==> config.mk <==
export PLATFORM = sky130hd
export DESIGN_NAME = redun_carry_resolve
export DESIGN_NICKNAME = d
export VERILOG_FILES = /design/src/rtl/redun_mont_pkg.sv /design/src/rtl/redun_carry_slice.sv /design/src/rtl/redun_carry_resolve.sv
export SDC_FILE = /design/constraint.sdc
export NUM_CORES = 1
export LEC_CHECK = 0
export ABC_CLOCK_PERIOD_IN_PS = 6700
export BUFFER_PORTS_ARGS = -buffer_cell sky130_fd_sc_hd__buf_2
export CAP_MARGIN = 10
export CORE_UTILIZATION = 40
export CTS_BUF_LIST = sky130_fd_sc_hd__clkbuf_16
export CTS_CLUSTER_SIZE = 12
export DETAILED_ROUTE_END_ITERATION = 16
export SLEW_MARGIN = 20
export SYNTH_ARGS = -nofsm -noshare
export SYNTH_HDL_FRONTEND = slang
export SYNTH_SLANG_ARGS = --single-unit
==> constraint.sdc <==
create_clock -name i_clk -period 6.7 [get_ports i_clk]
set_input_delay 2.01 -clock i_clk [delete_from_list [all_inputs] [get_ports i_clk]]
set_output_delay 2.01 -clock i_clk [all_outputs]
set_load 0.1 [all_outputs]
==> src/rtl/redun_mont_pkg.sv <==
// Shared sizing and vector types for the redundant-form Montgomery datapath.
package redun_mont_pkg;

  localparam int WRD_BITS   = 16;
  localparam int NUM_WRDS   = 4;
  localparam int CARRY_BITS = 2;

  // Redundant vector: each word carries one overlap bit above its payload.
  typedef logic [NUM_WRDS-1:0][WRD_BITS:0]   redun0_t;
  typedef logic [NUM_WRDS-1:0][WRD_BITS-1:0] bin_t;

endpackage

==> src/rtl/redun_carry_slice.sv <==
// Combinational ripple of WRDS_PER_CYC word adders: folds the incoming carry
// into each redundant word and passes the overflow to the next word.
module redun_carry_slice
  import redun_mont_pkg::*;
#(
  parameter int WRD_BITS     = redun_mont_pkg::WRD_BITS,
  parameter int WRDS_PER_CYC = 1
) (
  input  logic [WRDS_PER_CYC-1:0][WRD_BITS:0]   i_wrds,
  input  logic [CARRY_BITS-1:0]                 i_carry,
  output logic [WRDS_PER_CYC-1:0][WRD_BITS-1:0] o_wrds,
  output logic [CARRY_BITS-1:0]                 o_carry
);

  logic [WRD_BITS+1:0]   sum;
  logic [CARRY_BITS-1:0] c;

  always_comb begin
    // NOTE: every variable gets a default before the loop so no path leaves it unassigned (no latch).
    sum    = '0;
    c      = i_carry;
    o_wrds = '0;
    for (int w = 0; w < WRDS_PER_CYC; w++) begin
      sum       = {1'b0, i_wrds[w]} + {{WRD_BITS{1'b0}}, c};
      o_wrds[w] = sum[WRD_BITS-1:0];
      c         = sum[WRD_BITS+1:WRD_BITS];
    end
    o_carry = c;
  end

endmodule

==> src/rtl/redun_carry_resolve.sv <==
// Sequentially resolves inter-word carries of one redundant vector into
// canonical binary, WRDS_PER_CYC words per clock, with a held valid/ready output.
module redun_carry_resolve
  import redun_mont_pkg::*;
#(
  parameter int WRD_BITS     = redun_mont_pkg::WRD_BITS,
  parameter int NUM_WRDS     = redun_mont_pkg::NUM_WRDS,
  parameter int WRDS_PER_CYC = 1
) (
  input  logic                               i_clk,
  input  logic                               i_rst_n,
  input  logic [NUM_WRDS-1:0][WRD_BITS:0]    i_dat,
  input  logic                               i_val,
  output logic                               o_rdy,
  output logic [NUM_WRDS-1:0][WRD_BITS-1:0]  o_dat,
  output logic [CARRY_BITS-1:0]              o_carry,
  output logic                               o_val,
  input  logic                               i_rdy,
  output logic                               o_ovr
);

  localparam int NUM_GRPS = NUM_WRDS / WRDS_PER_CYC;
  localparam int IDX_BITS = (NUM_GRPS > 1) ? $clog2(NUM_GRPS) : 1;

  localparam logic [1:0] ST_IDLE    = 2'd0;
  localparam logic [1:0] ST_RESOLVE = 2'd1;
  localparam logic [1:0] ST_DONE    = 2'd2;

  localparam logic [IDX_BITS-1:0] LAST_IDX = IDX_BITS'(NUM_GRPS - 1);

  generate
    if ((NUM_WRDS % WRDS_PER_CYC) != 0) begin : g_bad_cfg
      $error("redun_carry_resolve: WRDS_PER_CYC must divide NUM_WRDS");
    end
  endgenerate

  logic [1:0]                               state;
  logic [IDX_BITS-1:0]                      idx;
  logic [CARRY_BITS-1:0]                    carry;
  logic [NUM_WRDS-1:0][WRD_BITS:0]          dat_q;
  logic [WRDS_PER_CYC-1:0][WRD_BITS:0]      grp_in;
  logic [WRDS_PER_CYC-1:0][WRD_BITS-1:0]    grp_out;
  logic [CARRY_BITS-1:0]                    grp_carry;

  assign o_rdy = (state == ST_IDLE);

  // Select the word group addressed by idx.
  always_comb begin
    grp_in = '0;
    for (int g = 0; g < NUM_GRPS; g++) begin
      if (idx == IDX_BITS'(g)) grp_in = dat_q[g*WRDS_PER_CYC +: WRDS_PER_CYC];
    end
  end

  redun_carry_slice #(
    .WRD_BITS     (WRD_BITS),
    .WRDS_PER_CYC (WRDS_PER_CYC)
  ) u_slice (
    .i_wrds  (grp_in),
    .i_carry (carry),
    .o_wrds  (grp_out),
    .o_carry (grp_carry)
  );

  // NOTE: state is updated with non-blocking assignments so every register samples pre-edge values.
  always_ff @(posedge i_clk or negedge i_rst_n) begin
    if (!i_rst_n) begin
      state   <= ST_IDLE;
      idx     <= '0;
      carry   <= '0;
      // NOTE: the capture register is reset too, so a reset leaves no stale vector behind.
      dat_q   <= '0;
      o_dat   <= '0;
      o_carry <= '0;
      o_val   <= 1'b0;
      o_ovr   <= 1'b0;
    end else begin
      case (state)
        ST_IDLE: begin
          if (i_val) begin
            dat_q <= i_dat;
            carry <= '0;
            idx   <= '0;
            state <= ST_RESOLVE;
          end
        end
        ST_RESOLVE: begin
          for (int g = 0; g < NUM_GRPS; g++) begin
            if (idx == IDX_BITS'(g)) o_dat[g*WRDS_PER_CYC +: WRDS_PER_CYC] <= grp_out;
          end
          carry <= grp_carry;
          if (idx == LAST_IDX) begin
            o_carry <= grp_carry;
            o_val   <= 1'b1;
            state   <= ST_DONE;
          end else begin
            idx <= idx + 1'b1;
          end
        end
        ST_DONE: begin
          if (i_rdy) begin
            o_val <= 1'b0;
            state <= ST_IDLE;
          end
        end
        default: state <= ST_IDLE;
      endcase

      // An input arriving while busy is lost; remember that until reset.
      if (i_val && (state != ST_IDLE)) o_ovr <= 1'b1;
    end
  end

endmodule

* After elaboration in Yosys (flattened, before gate mapping)
Index checks and enable logic that the tools add are counted.
** Operators by class
- Add/subtract/negate cells :: 2
- $mul :: 0
- Div/mod/pow operators :: 0
- Order comparisons :: 0
- Eq/ne operators :: 9
- Shifts and indexed selects :: 0
- Muxes and demuxes :: 15
- Bitwise gates (word level) :: 0
- Reduce and logical (&&, ||, !) cells :: 15
** Operators by type and width (count)
- 2-to-1 mux 17 bit :: 4
- adder 17 x 2 -> 18 bit :: 1
- AND reduction 2 bit :: 6
- 2-to-1 mux 2 bit :: 5
- AND reduction 3 bit :: 3
- != test 2 bit (second input constant) :: 4
- one-hot mux 2 bit (2 select lines) :: 2
- == test 2 bit (second input constant) :: 3
- one-hot mux 2 bit (3 select lines) :: 1
- nonzero test 2 bit :: 3
- == test 2 x 1 -> 1 bit (second input constant) :: 2
- zero test 2 bit :: 2
- adder 2 x 1 -> 2 bit (second input constant) :: 1
- 2-to-1 mux 1 bit :: 2
- one-hot mux 1 bit (2 select lines) :: 1
- logical AND 1 bit :: 1
** Word-level totals
- Register bits after elaboration :: 142
- Latch bits :: 0
- Bits in writable memories :: 0
- Memory bits (read-only) :: 0
- Input port bits :: 72
- Output and inout port bits :: 69
- Word-level logic and storage cells :: 55
- Memories kept :: 0

* Logic depth before layout (Yosys ltp)
- Word-level depth :: 7
- Gate-level depth with buffers :: 18
- Mapped depth without buffers :: 16

* Cells and area by module
From an unflattened synthesis, not the netlist that was laid out.
** Unflattened totals
- Cells, all modules :: 437
- Area, all modules :: 6174.7 µm²
** By module, submodules not included
- redun_carry_resolve :: times used 1, cells each 390, area an instance 5838.1 µm², sequential area each 3553.4 µm²
- redun_carry_slice :: times used 1, cells each 47, area an instance 336.6 µm², sequential area each 0.0 µm²

* Worst setup path before layout
Ideal clock, no wire load.
- Path kind :: reg-to-output
- From :: register state[1]
- To :: output o_rdy
- Arrival time :: 1.720 ns
- Data required time :: 4.690 ns
- Path slack :: 2.970 ns
- Cell stages (with the launch flop) :: 2
- Buffers on the path :: 0
- Cell sequence :: dfrtp_1 nor2_1
** Between the ends
- Longest elaborated chain between the ends :: 1
** Ends and longest elaborated chain
- start: declaration :: line redun_carry_resolve.sv:37 : logic [1:0] state;
- start signal: assignment :: line redun_carry_resolve.sv:68 : state <= ST_IDLE;
- start signal: assignment :: line redun_carry_resolve.sv:84 : state <= ST_RESOLVE;
- start signal: assignment :: line redun_carry_resolve.sv:95 : state <= ST_DONE;
- zero test 2 bit :: line redun_carry_resolve.sv:45 : assign o_rdy = (state == ST_IDLE);
- end: declaration :: line redun_carry_resolve.sv:14 : output logic o_rdy,
Every way passes these cells.

* Worst setup path after layout
- From :: register idx[1]
- To :: register o_dat[30] in the netlist's numbering
** Between the ends
- Longest elaborated chain between the ends :: 6
- Elaborated cells between the ends (all ways) :: 10
- Those cells by class :: add/sub (1); eq/ne (3); mux (4); reduce/logical (2)
** Ends and longest elaborated chain
- start: declaration :: line redun_carry_resolve.sv:38 : logic [IDX_BITS-1:0] idx;
- start signal: assignment :: line redun_carry_resolve.sv:97 : idx <= idx + 1'b1;
- zero test 2 bit :: line redun_carry_resolve.sv:51 : if (idx == IDX_BITS'(g)) grp_in = dat_q[g*WRDS_PER_CYC +: WRDS_PER_CYC];
- 2-to-1 mux 17 bit (4 in a row) :: line redun_carry_resolve.sv:51
- adder 17 x 2 -> 18 bit :: line redun_carry_slice.sv:24 : sum = {1'b0, i_wrds[w]} + {{WRD_BITS{1'b0}}, c};
- end signal: indexed assignment :: line redun_carry_resolve.sv:89 : if (idx == IDX_BITS'(g)) o_dat[g*WRDS_PER_CYC +: WRDS_PER_CYC] <= grp_out;
- end: declaration :: line redun_carry_resolve.sv:15 : output logic [NUM_WRDS-1:0][WRD_BITS-1:0] o_dat,
Several ways; a longest one is shown, not always the timed one.
A chain may end at the register's enable or synchronous reset.

==> results.json <==
{
  "cts.repair.resized": 0,
  "synth_flop_cell": "dfrtp_1",
  "yosys_warnings": 0,
  "fin_util_pct": 50.3,
  "ant_nets": 0,
  "min_period_ns": 3.80,
  "cp-start-kind": "flop",
  "final.setup.worst_slack_ns": 2.90,
  "timing.fmax_ghz": 0.263,
  "async_reset_ff_share_pct": 100,
  "viasPerCell": 5.05,
  "rsz0062_at_grt": "no",
  "cts.sinks": 142,
  "vias": 5073,
  "cts-buffers-inserted": 17,
  "core_um2": 15100,
  "hold_path.class": "flop to flop",
  "reg2reg_depth": 16,
  "crit_arrival_ns": 4.06,
  "clockBufferDepth": 2,
  "slew_headroom_pct": 29.7,
  "seq_area_frac_synth_pct": 57.3,
  "mostFrequentLayoutCells": "nand2_1 (289), dfrtp_1 (142), buf_2 (139), o21ai_0 (62), clkbuf_16 (17)",
  "grt_antenna_before_repair": 0,
  "fin_crit_sh_pct": 56.7,
  "routedWlPerCell_um": 15.3,
  "drt_iter0_drc": 351,
  "hold_depth": 2,
  "cts_tree": "done",
  "initial_core_util_pct": 40.9,
  "worstPathMaxFanout": 18,
  "setup_tns_ns": 0,
  "h-tree-depth": 4,
  "syn_area_per_cell_um2": 9.11,
  "syn_area_um2": 6200,
  "routed_wirelength_um": 15400,
  "post-cts-setup-buffers": 0,
  "num_antenna_cells": 0,
  "drc": 0,
  "ctsHoldBuffers": 0,
  "crit_path_end_kind": "flop",
  "final_net_count": 882,
  "slew_violations": 0,
  "grt_pass1_vias": 4830,
  "final_common_cell": "nand2_1",
  "clk_pin_slew_ns": 0.06,
  "dr.pass1.iters": 4,
  "die_w_um": 127,
  "synth-edff-count": 0,
  "synthDistinctLibCells": 45,
  "cap_viol_max_count": 0,
  "dpl.hpwl_um": 10700,
  "setup_viol_count_final": 0,
  "dpl.cell_count": 972,
  "dieArea_um2": 16000,
  "die_h_um": 127,
  "clock-root-buffer": "clkbuf_16",
  "r2r_setup_slack_ns": 2.90,
  "grt_usage_pct": 20.2,
  "ys_ff_latch": 142,
  "io_buffers": 140,
  "hold_viol": 0,
  "syn_nets": 760,
  "path_class": "flop to flop",
  "rows": 45,
  "synth_cells": 681,
  "grt_max_degree": 83,
  "ios": 141,
  "drive_above_1_share_pct": 24.8,
  "syn_to_final_growth_pct": 22.9,
  "clk_latency_ns": 0.42,
  "preCtsSetupSlack_ns": 2.76,
  "grt_overflow_total": 0,
  "finalClockSkew_ns": 0.00773,
  "grt_pass1_wl_um": 25100,
  "post_layout_nonfiller_instances": 1004,
  "critical_path_required_ns": 6.97,
  "status": "completed",
  "place_congestion": 0.800,
  "worst_pin_slew_ns": 1.05
}
registers in the layout, indices dropped and copies added (netlist names):
register / flops
state: 2
o_carry: 2
o_dat: 64
o_ovr: 1
carry: 2
idx: 2
o_val: 1
dat_q: 68
per-stage QoR:
step	hold slack (ns)	instance area (µm²)
2_1_floorplan	0.437	6200
3_3_place_gp	0.448	7000
3_5_place_dp	0.459	7000
4_1_cts	0.477	7620
5_1_grt	0.497	7620
6_report	0.473	7620
layout make-up:
| type | instances | area (µm²) |
|---|---|---|
| Clock buffer | 17 | 425 |
| Multi-Input combinational cell | 492 | 2450 |
| Sequential cell | 142 | 3550 |
| Fill cell | 1419 | 7520 |
| Inverter | 7 | 26.3 |
| Clock inverter | 15 | 196 |
| Timing Repair Buffer | 143 | 729 |
| Tap cell | 188 | 235 |
worst paths after layout:
kind / from / to
max in group asynchronous: i_rst_n / dat_q[43]
worst max register to register: idx[1] / o_dat[30]
worst min register to register: dat_q[54] / dat_q[54]
worst min-delay path: dat_q[54] / dat_q[54]
min in group asynchronous: i_rst_n / o_dat[35]
worst max-delay path: idx[1] / o_dat[30]
worst max-delay path, cell delays in order (launching register included):
cell and delay, ns:
dfrtp_1 0.40, inv_1 0.11, ha_1 0.64, nand2_1 0.11, nor2_1 0.10, a21oi_1 0.05
nor2_1 0.11, a21oi_1 0.05, o21ai_0 0.18, ha_1 0.20, inv_1 0.06, fa_1 0.45
nor4_4 0.37, nand2_2 0.19, nor4_4 0.29, xor2_2 0.22, o21ai_1 0.10
cells in the mapped netlist (all sizes together), types with 4 or more instances:
cell | n | area (µm²)
nor2b | 5 | 31.3
inv | 7 | 26.3
o22ai | 6 | 37.5
nand2b | 4 | 25.0
mux2 | 5 | 56.3
nor3 | 8 | 50.1
xnor2 | 11 | 96.3
ha | 6 | 75.1
nor2 | 15 | 56.3
buf | 12 | 68.8
o221a | 5 | 56.3
nand3b | 5 | 37.5
nand2 | 291 | 1090
a21oi | 16 | 91.3
nand3 | 8 | 45.0
dfrtp | 142 | 3550
o21ai | 75 | 375
a211oi | 7 | 52.6
clkbuf | 28 | 105
logic make-up (layout without fill, tap and decap cells):
logic type                 Yosys count  count (layout)  share of synthesized area, %
adders and majority gates            7               7                          1.53
buffers and inverters               47             182                          3.23
and+or+nand+nor                    347             347                          23.6
xor gates and xnor gates            14              14                          2.10
DFF                                142             142                          57.3
muxes                                5               5                         0.908
AOI/OAI and AO/OA                  119             119                          11.4
metal layers:
layer	part of all wire [%]	track usage [%]
met1	51	30.0
met2	42	28.5
met3	5.8	5.10
met4	1.2	7.09
met5	0	0
Power is left out: the tool's default activity adds up to more than one toggle a clock period on the data nets, which glitch-free logic cannot reach.
